## src/rtl/square_iterative.sv

```systemverilog
// Multi-cycle shift-add squarer: square = root*root + addend, one root bit per cycle.
// Rebuilds a radicand from a {root, remainder} pair, or squares a value when addend is zero.
module square_iterative #(
    parameter  int ROOT_BITS   = 8,
    parameter  int ADDEND_BITS = ROOT_BITS + 1,
    localparam int SQ_BITS     = 2 * ROOT_BITS + 1
) (
    input  logic                   clk,
    input  logic                   reset_n,
    input  logic                   start,
    input  logic [ROOT_BITS-1:0]   root,
    input  logic [ADDEND_BITS-1:0] addend,
    output logic                   busy,
    output logic                   data_valid,
    output logic [SQ_BITS-1:0]     square
);

    localparam int CNT_W = $clog2(ROOT_BITS + 1);
    localparam logic [CNT_W-1:0] LAST_CNT = CNT_W'(ROOT_BITS - 1);

    typedef enum logic {
        IDLE,
        CALC
    } state_t;

    state_t               state, state_next;
    logic [ROOT_BITS-1:0] mcand;
    logic [ROOT_BITS-1:0] mplier;
    logic [SQ_BITS-1:0]   acc;
    logic [CNT_W-1:0]     cnt;

    logic                 load;
    logic                 finish;
    logic [SQ_BITS-1:0]   partial;
    logic [SQ_BITS-1:0]   acc_sum;

    // NOTE: sequential state uses <= so every register samples pre-edge values.
    always_ff @(posedge clk or negedge reset_n) begin
        if (!reset_n) begin
            state <= IDLE;
        end else begin
            state <= state_next;
        end
    end

    // NOTE: default assignment first so no path leaves state_next unassigned (no latch).
    always_comb begin
        state_next = state;
        case (state)
            IDLE:    if (start) state_next = CALC;
            CALC:    if (cnt == LAST_CNT) state_next = IDLE;
            default: state_next = IDLE;
        endcase
    end

    always_comb begin
        busy   = (state == CALC);
        load   = (state == IDLE) && start;
        finish = (state == CALC) && (cnt == LAST_CNT);
    end

    // The last iteration's sum goes straight to square, so the result lands on the final CALC edge.
    always_comb begin
        partial = SQ_BITS'(mcand) << cnt;
        acc_sum = acc + (mplier[0] ? partial : '0);
    end

    always_ff @(posedge clk or negedge reset_n) begin
        if (!reset_n) begin
            mcand      <= '0;
            mplier     <= '0;
            acc        <= '0;
            cnt        <= '0;
            square     <= '0;
            data_valid <= 1'b0;
        end else begin
            data_valid <= finish;
            if (load) begin
                mcand  <= root;
                mplier <= root;
                acc    <= SQ_BITS'(addend);
                cnt    <= '0;
            end else if (state == CALC) begin
                acc    <= acc_sum;
                mplier <= mplier >> 1;
                cnt    <= cnt + CNT_W'(1);
            end
            if (finish) begin
                square <= acc_sum;
            end
        end
    end

endmodule

```

## config.mk

```make
export PLATFORM = sky130hd
export DESIGN_NAME = square_iterative
export DESIGN_NICKNAME = d
export VERILOG_FILES = /design/src/rtl/square_iterative.sv
export SDC_FILE = /design/constraint.sdc
export NUM_CORES = 1
export LEC_CHECK = 0
export CAP_MARGIN = 20
export CORE_ASPECT_RATIO = 0.9
export CORE_MARGIN = 1.5
export CORE_UTILIZATION = 40
export CTS_BUF_LIST = sky130_fd_sc_hd__clkbuf_8
export DETAILED_ROUTE_END_ITERATION = 16
export HOLD_SLACK_MARGIN = 0.06
export PLACE_DENSITY_LB_ADDON = 0.3
export SYNTH_ARGS = -nofsm -noshare
export SYNTH_HDL_FRONTEND = slang
export SYNTH_SLANG_ARGS = --single-unit
export TNS_END_PERCENT = 100
```

## constraint.sdc

```tcl
create_clock -name clk -period 5.8 [get_ports clk]
set_input_delay 1.74 -clock clk [delete_from_list [all_inputs] [get_ports clk]]
set_output_delay 1.74 -clock clk [all_outputs]
set_load 0.03 [all_outputs]
```

==> results of run 1 <==
-- cells in the final DEF (no fill, tap or decap), types with 2 or more instances in the layout --
master / netlist / final
dfrtp_1: 56 / 56
nand2_1: 54 / 54
clkdlybuf4s50_1: 0 / 37
o21ai_0: 26 / 26
a21oi_1: 20 / 20
nor2_1: 20 / 20
mux2i_1: 18 / 18
mux2_2: 17 / 17
ha_1: 17 / 17
nor2b_1: 8 / 8
a211oi_1: 8 / 8
inv_1: 8 / 8
o31ai_1: 8 / 8
o21a_1: 7 / 7
nand3_1: 6 / 6
a21o_1: 6 / 6
clkbuf_8: 0 / 6
nand2b_1: 5 / 5
nor3_1: 5 / 5
o21bai_1: 5 / 5
xor2_1: 5 / 5
xnor2_1: 5 / 5
and2_1: 4 / 4
buf_4: 0 / 4
a21boi_1: 3 / 3
or3_1: 3 / 3
o21ai_1: 3 / 3
nor3b_1: 3 / 3
a22o_1: 3 / 3
nand3b_1: 2 / 2
a221o_1: 2 / 2
nand4_1: 2 / 2
a31oi_1: 2 / 2
clkinv_2: 0 / 2
-- registers in the layout (all words and copies together) (netlist names) --
| signal | count |
|---|---|
| mcand | 8 |
| square | 17 |
| data_valid | 1 |
| busy | 1 |
| acc | 17 |
| mplier | 8 |
| cnt | 4 |
-- layout make-up --
type | instances | share of cell area, %
Tap cell | 119 | 3.590
Clock inverter | 2 | 0.2413
Multi-Input combinational cell | 294 | 49.80
Sequential cell | 56 | 33.79
Timing Repair Buffer | 42 | 9.774
Inverter | 9 | 0.8145
Clock buffer | 6 | 1.991
-- cell families after synthesis --
family                   count (synthesis)  share of synthesized area, %
XOR/XNOR                                11                         3.065
buffers and inverters                   30                         3.483
flip-flops                              56                         39.01
AO/OA/AOI/OAI                          106                         19.89
adder cells (fa/ha/maj)                 18                         6.478
AND/OR/NAND/NOR                        122                         17.00
multiplexers                            37                         11.08
-- critical path, stage by stage, from the launching register on --
cell	delay, ns
dfrtp_1	0.85
and3b_1	0.30
a211oi_4	0.27
nor3_1	0.10
o211a_1	0.25
ha_1	0.40
nand4_1	0.13
or3_4	0.37
a31oi_1	0.30
nor3_1	0.08
or4b_1	0.53
o211ai_2	0.09
-- path summary, 6_finish.rpt --
| check | to | slack (ns) | cells past startpoint |
|---|---|---|---|
| worst max register to register | acc[16] | 2.04 | 11 |
| worst min-delay path | square[6] | 0.48 | 2 |
| worst max-delay path | acc[16] | 2.04 | 11 |
| min in group asynchronous | data_valid | 1.56 | 2 |
| max in group asynchronous | cnt[1] | 3.76 | 2 |
| worst min register to register | square[6] | 0.48 | 2 |
-- power by group through the flow --
stage | logic [mW] | registers, mW | clock network (mW)
3_5_place_dp | 1.24 | 0.749 | 0
5_1_grt | 1.37 | 0.766 | 0.246
6_report | 1.23 | 0.739 | 0.222
3_3_place_gp | 1.22 | 0.742 | 0
2_1_floorplan | 0.881 | 0.770 | 0
4_1_cts | 1.24 | 0.741 | 0.234
-- metrics by stage --
step | power (mW) | hold WS, ns | util, % | std cells | worst slack [ns]
6_report | 2.196 | 0.4782 | 47.96 | 528 | 2.037
5_1_grt | 2.378 | 0.5054 | 47.96 | 528 | 1.776
4_1_cts | 2.213 | 0.4875 | 47.96 | 528 | 2.078
3_5_place_dp | 1.984 | 0.4616 | 46.89 | 520 | 2.076
3_3_place_gp | 1.958 | 0.4570 | 46.89 | 520 | 2.105
2_1_floorplan | 1.651 | 0.4523 | - | 380 | 2.490
-- per-layer routing --
layer,global-route usage (%),wire length (um),up-vias,share of wire [%]
met2,27.80,3452,51,44
met3,2.717,245,7,3.1
li1,-,-,1424,-
met4,5.068,93,0,1.2
met5,0,0,-,0
met1,25.08,4006,1343,51
==> flow_metrics.env, run 1 <==
export IMPL_yosysWarningCount=0
export IMPL_gp_congestion=0.9138
export IMPL_grt_pass1_vias=2715
export IMPL_drv_slew=0
export IMPL_synth_common_cells="56 x dfrtp_1, 54 x nand2_1, 26 x o21ai_0"
export IMPL_grt_overflow_total=0
export IMPL_dr_pass1_iters=4
export IMPL_vias=2825
export IMPL_wl_per_cell_um=14.77
export IMPL_drc_errors=0
export IMPL_seqCellArea_mm2=0.001401
export IMPL_path_clk_slew_ns=0.10
export IMPL_drive_gt1_share_pct=8.802
export IMPL_yosysTopAreaCellShare_pct=39.01
export IMPL_io_buffers=38
export IMPL_cts_sinks=56
export IMPL_num_antenna_cells=0
export IMPL_tns_ns=0
export IMPL_yosys_top_cells_area="dfrtp_1 39%, ha_1 5.9%, nand2_1 5.6%"
export IMPL_fin_skew_ns=0.008911
export IMPL_yosysTopAreaCell="dfrtp_1"
export IMPL_multiInputGateArea_mm2=0.002066
export IMPL_ys_seq_area_share_pct=39.01
export IMPL_cts_resized=0
export IMPL_ys_flop_type="dfrtp_1"
export IMPL_clock_path_buffers=2
export IMPL_startpoint_type="flop"
export IMPL_io_pins=39
export IMPL_cts_setup_buffers=0
export IMPL_setup_violations=0
export IMPL_slew_headroom_pct=45.53
export IMPL_synth_seq_cells=56
export IMPL_fillers=865
export IMPL_swShare_pct=45.21
export IMPL_die_width_um=102.9
export IMPL_track_usage_pct=17.69
export IMPL_finalInstanceArea_mm2=0.004148
export IMPL_async_reset_ff_share_pct=100.0
export IMPL_clock_fmax_mhz=265.7
export IMPL_rows=32
export IMPL_p_per_area_mw_per_mm2=529.4
export IMPL_crit_type="reg2reg"
export IMPL_cp_arrival_ns=4.00
export IMPL_cts_hold_repair_buffers=0
export IMPL_wl_mm=7.797
export IMPL_hp_class="reg2reg"
export IMPL_p_int_mw=1.203
export IMPL_chipHeight_um=92.90
export IMPL_insertion_delay_ns=0.31
export IMPL_synth_cell_types=62
export IMPL_max_cap_violations=0
export IMPL_viasPerCell=5.350
export IMPL_placed_area_mm2=0.004055
export IMPL_yosysMostFrequentCell="dfrtp_1"
export IMPL_ir_worst_vdd_mv=0.1867
export IMPL_cp_max_fo=23
export IMPL_critPathRequiredTime_ns=6.04
export IMPL_worstSetupEndpointType="flop"
export IMPL_status="finished clean"
export IMPL_hpwlAfterDp_mm=5.645
export IMPL_tritoncts="done"
export IMPL_syn_mean_instance_area_um2=9.453
export IMPL_die_area_mm2=0.009558
export IMPL_switchingPower_mw=0.9927
export IMPL_drt_iter0_drc=86
export IMPL_htreeDepth=2
export IMPL_rsz0062_at_grt="false"
export IMPL_ant_nets=0
export IMPL_fin_crit_sh_pct=64.88
export IMPL_fin_nets=446
export IMPL_cts_root_buf="clkbuf_8"
export IMPL_hold_viol=0
export IMPL_floorplan_initialDensity_pct=41.54
export IMPL_combPwrFrac_pct=56.2
export IMPL_seq_power_share_pct=33.7
export IMPL_synth_edf_count=0
export IMPL_tightest_slew_ns=0.8140
export IMPL_grt_pass1_wl_mm=13.12
export IMPL_clkPwrFrac_pct=10.1
export IMPL_syn_cell_area_mm2=0.003592
export IMPL_core_area_mm2=0.008648
export IMPL_grt_start_max_net_pins=57
export IMPL_cp_startpoint="cnt[1]"
export IMPL_antenna_found_initial=0
export IMPL_r2r_start="cnt[1]"
export IMPL_cts_buffers_inserted=5
export IMPL_area_growth_pct=15.47
export IMPL_layout_min_cycle_time_ns=3.763
export IMPL_postSynthCellCount=380
export IMPL_syn_nets=418
export IMPL_hp_start="square[6]"
export IMPL_p_leak_nw=1.857
Power figures use the tool's default switching activity.
==> run 2, diff against run 1 <==
==> constraint.sdc (replaced) <==
create_clock -name clk -period 3.7 [get_ports clk]
set_input_delay 1.11 -clock clk [delete_from_list [all_inputs] [get_ports clk]]
set_output_delay 1.11 -clock clk [all_outputs]
set_load 0.03 [all_outputs]
==> flow_metrics.env, run 2 (synthesis gave the netlist of run 1 again) <==
export IMPL_status="finished clean"
export IMPL_hp_class="reg2reg"
export IMPL_rows=32
export IMPL_die_width_um=102.9
export IMPL_startpoint_type="flop"
export IMPL_gp_congestion=0.9317
export IMPL_dr_pass1_iters=4
export IMPL_tightest_slew_ns=0.8252
export IMPL_cts_sinks=56
export IMPL_ant_nets=0
export IMPL_num_antenna_cells=0
export IMPL_fin_crit_sh_pct=95.14
export IMPL_tritoncts="done"
export IMPL_finalInstanceArea_mm2=0.004292
export IMPL_htreeDepth=2
export IMPL_hp_start="square[7]"
export IMPL_die_area_mm2=0.009558
export IMPL_cts_setup_buffers=0
export IMPL_r2r_cells=11
export IMPL_r2r_end="acc[16]"
export IMPL_grt_pass1_wl_mm=14.78
export IMPL_hold_path_end="square[7]"
export IMPL_layout_min_cycle_time_ns=3.520
export IMPL_cts_buffers_inserted=5
export IMPL_final_core_util_pct=49.62
export IMPL_grt_start_max_net_pins=45
export IMPL_tns_ns=0
export IMPL_r2r_start="cnt[0]"
export IMPL_mostFrequentLayoutCells="55 x dfrtp_1, 54 x nand2_1, 37 x clkdlybuf4s50_1"
export IMPL_wl_per_cell_um=15.89
export IMPL_reg_largest_list="acc: 17 flops, square: 17 flops"
export IMPL_p_per_area_mw_per_mm2=871.1
export IMPL_setup_violations=0
export IMPL_grt_overflow_total=0
export IMPL_insertion_delay_ns=0.31
export IMPL_fillers=837
export IMPL_layout_commonest_cell="dfrtp_1"
export IMPL_finalNonFillerCells=537
export IMPL_cts_hold_repair_buffers=0
export IMPL_worstSetupEndpointType="flop"
export IMPL_drv_slew=0
export IMPL_power_mw=3.739
export IMPL_io_pins=39
export IMPL_fin_nets=455
export IMPL_cts_root_buf="clkbuf_8"
export IMPL_cp_max_fo=17
export IMPL_grt_pass1_vias=2943
export IMPL_vias=2929
export IMPL_hold_viol=0
export IMPL_floorplan_initialDensity_pct=41.54
export IMPL_cp_arrival_ns=3.76
export IMPL_p_leak_nw=1.930
export IMPL_wl_mm=8.531
export IMPL_critPathRequiredTime_ns=3.94
export IMPL_clock_path_buffers=2
export IMPL_dp_cells=529
export IMPL_area_growth_pct=19.47
export IMPL_fin_skew_ns=0.005730
export IMPL_holdPathStages=2
export IMPL_slew_headroom_pct=44.99
export IMPL_viasPerCell=5.454
export IMPL_pre_cts_ws_ns=0.01476
export IMPL_drc_errors=0
export IMPL_antenna_found_initial=0
export IMPL_drive_gt1_share_pct=11.24
export IMPL_setup_ws_ns=0.1799
export IMPL_core_area_mm2=0.008648
export IMPL_crit_type="reg2reg"
export IMPL_track_usage_pct=19.79
export IMPL_ir_worst_vdd_mv=0.3160
export IMPL_path_clk_slew_ns=0.11
export IMPL_io_buffers=38
export IMPL_whs_ns=0.4837
export IMPL_rsz0062_at_grt="false"
export IMPL_clock_fmax_mhz=284.1
export IMPL_rrSetupSlack_ns=0.18
export IMPL_chipHeight_um=92.90
export IMPL_placed_area_mm2=0.004123
export IMPL_drt_iter0_drc=166
export IMPL_max_cap_violations=0
export IMPL_hpwlAfterDp_mm=6.323
## run 2: changes by cell type in the layout (fill, tap and decap cells not counted), sizes merged
cell / change
bufinv: +3
clkbuf: -1
clkinv: -2
buf: +9
## run 2: how the worst max path moves through the flow
stage	start	to	slack [ns]	cells past startpoint
finish	cnt[0]	acc[16]	0.18	11
floorplan	cnt[0]	acc[16]	0.39	13
global route	cnt[3]	acc[14]	0.03	11
global placement	cnt[0]	acc[16]	0.05	11
CTS	cnt[0]	acc[16]	0.12	11
detailed placement	cnt[0]	acc[16]	0.01	12
## run 2: layer usage
metal / vias to the layer above / global-route usage [%] / part of all wire [%]
met5: - / 0 / 0
met3: 9 / 2.642 / 3.3
met4: 0 / 6.306 / 1.7
met1: 1425 / 27.32 / 48
li1: 1443 / - / -
met2: 52 / 31.96 / 47
## run 2: power by group
group	internal, mW	leakage, nW	switching [mW]
Sequential	0.893	0.701	0.243
Combinational	0.889	1.15	1.16
Clock	0.338	0.0784	0.213
## run 2: timing repair
action / in CTS / in global routing
endpoints found under the setup margin: 1 / 4
pin swaps: 0 / 0
gates resized for setup: 1 / 3
## run 2: final cells by class
class / instances / area (um^2) / share of cell area, %
Multi-Input combinational cell: 294 / 2072 / 48.28
Sequential cell: 56 / 1405 / 32.74
Timing Repair Buffer: 51 / 473.0 / 11.02
Tap cell: 119 / 148.9 / 3.469
Clock inverter: 3 / 90.09 / 2.099
Clock buffer: 5 / 68.82 / 1.603
Inverter: 9 / 33.78 / 0.7872
## run 2: critical path, stage by stage, from the launching register on
cell and delay, ns:
dfrtp_4 0.59, mux2_4 0.36, a211oi_4 0.31, nor3_1 0.10
o211a_1 0.25, ha_1 0.39, nand4_1 0.14, or3_4 0.38
a31oi_2 0.23, nor3_1 0.07, or4b_1 0.53, o211ai_2 0.10
==> run 3, diff against run 2 <==
--- a/config.mk
+++ b/config.mk
@@ -10,6 +10,7 @@
 export CORE_MARGIN = 1.5
 export CORE_UTILIZATION = 40
 export CTS_BUF_LIST = sky130_fd_sc_hd__clkbuf_8
+export CTS_CLUSTER_DIAMETER = 100
 export DETAILED_ROUTE_END_ITERATION = 16
 export HOLD_SLACK_MARGIN = 0.06
 export PLACE_DENSITY_LB_ADDON = 0.3
==> results of run 3 <==
Same layout as run 2: the final DEF is identical, and so are final timing and power.
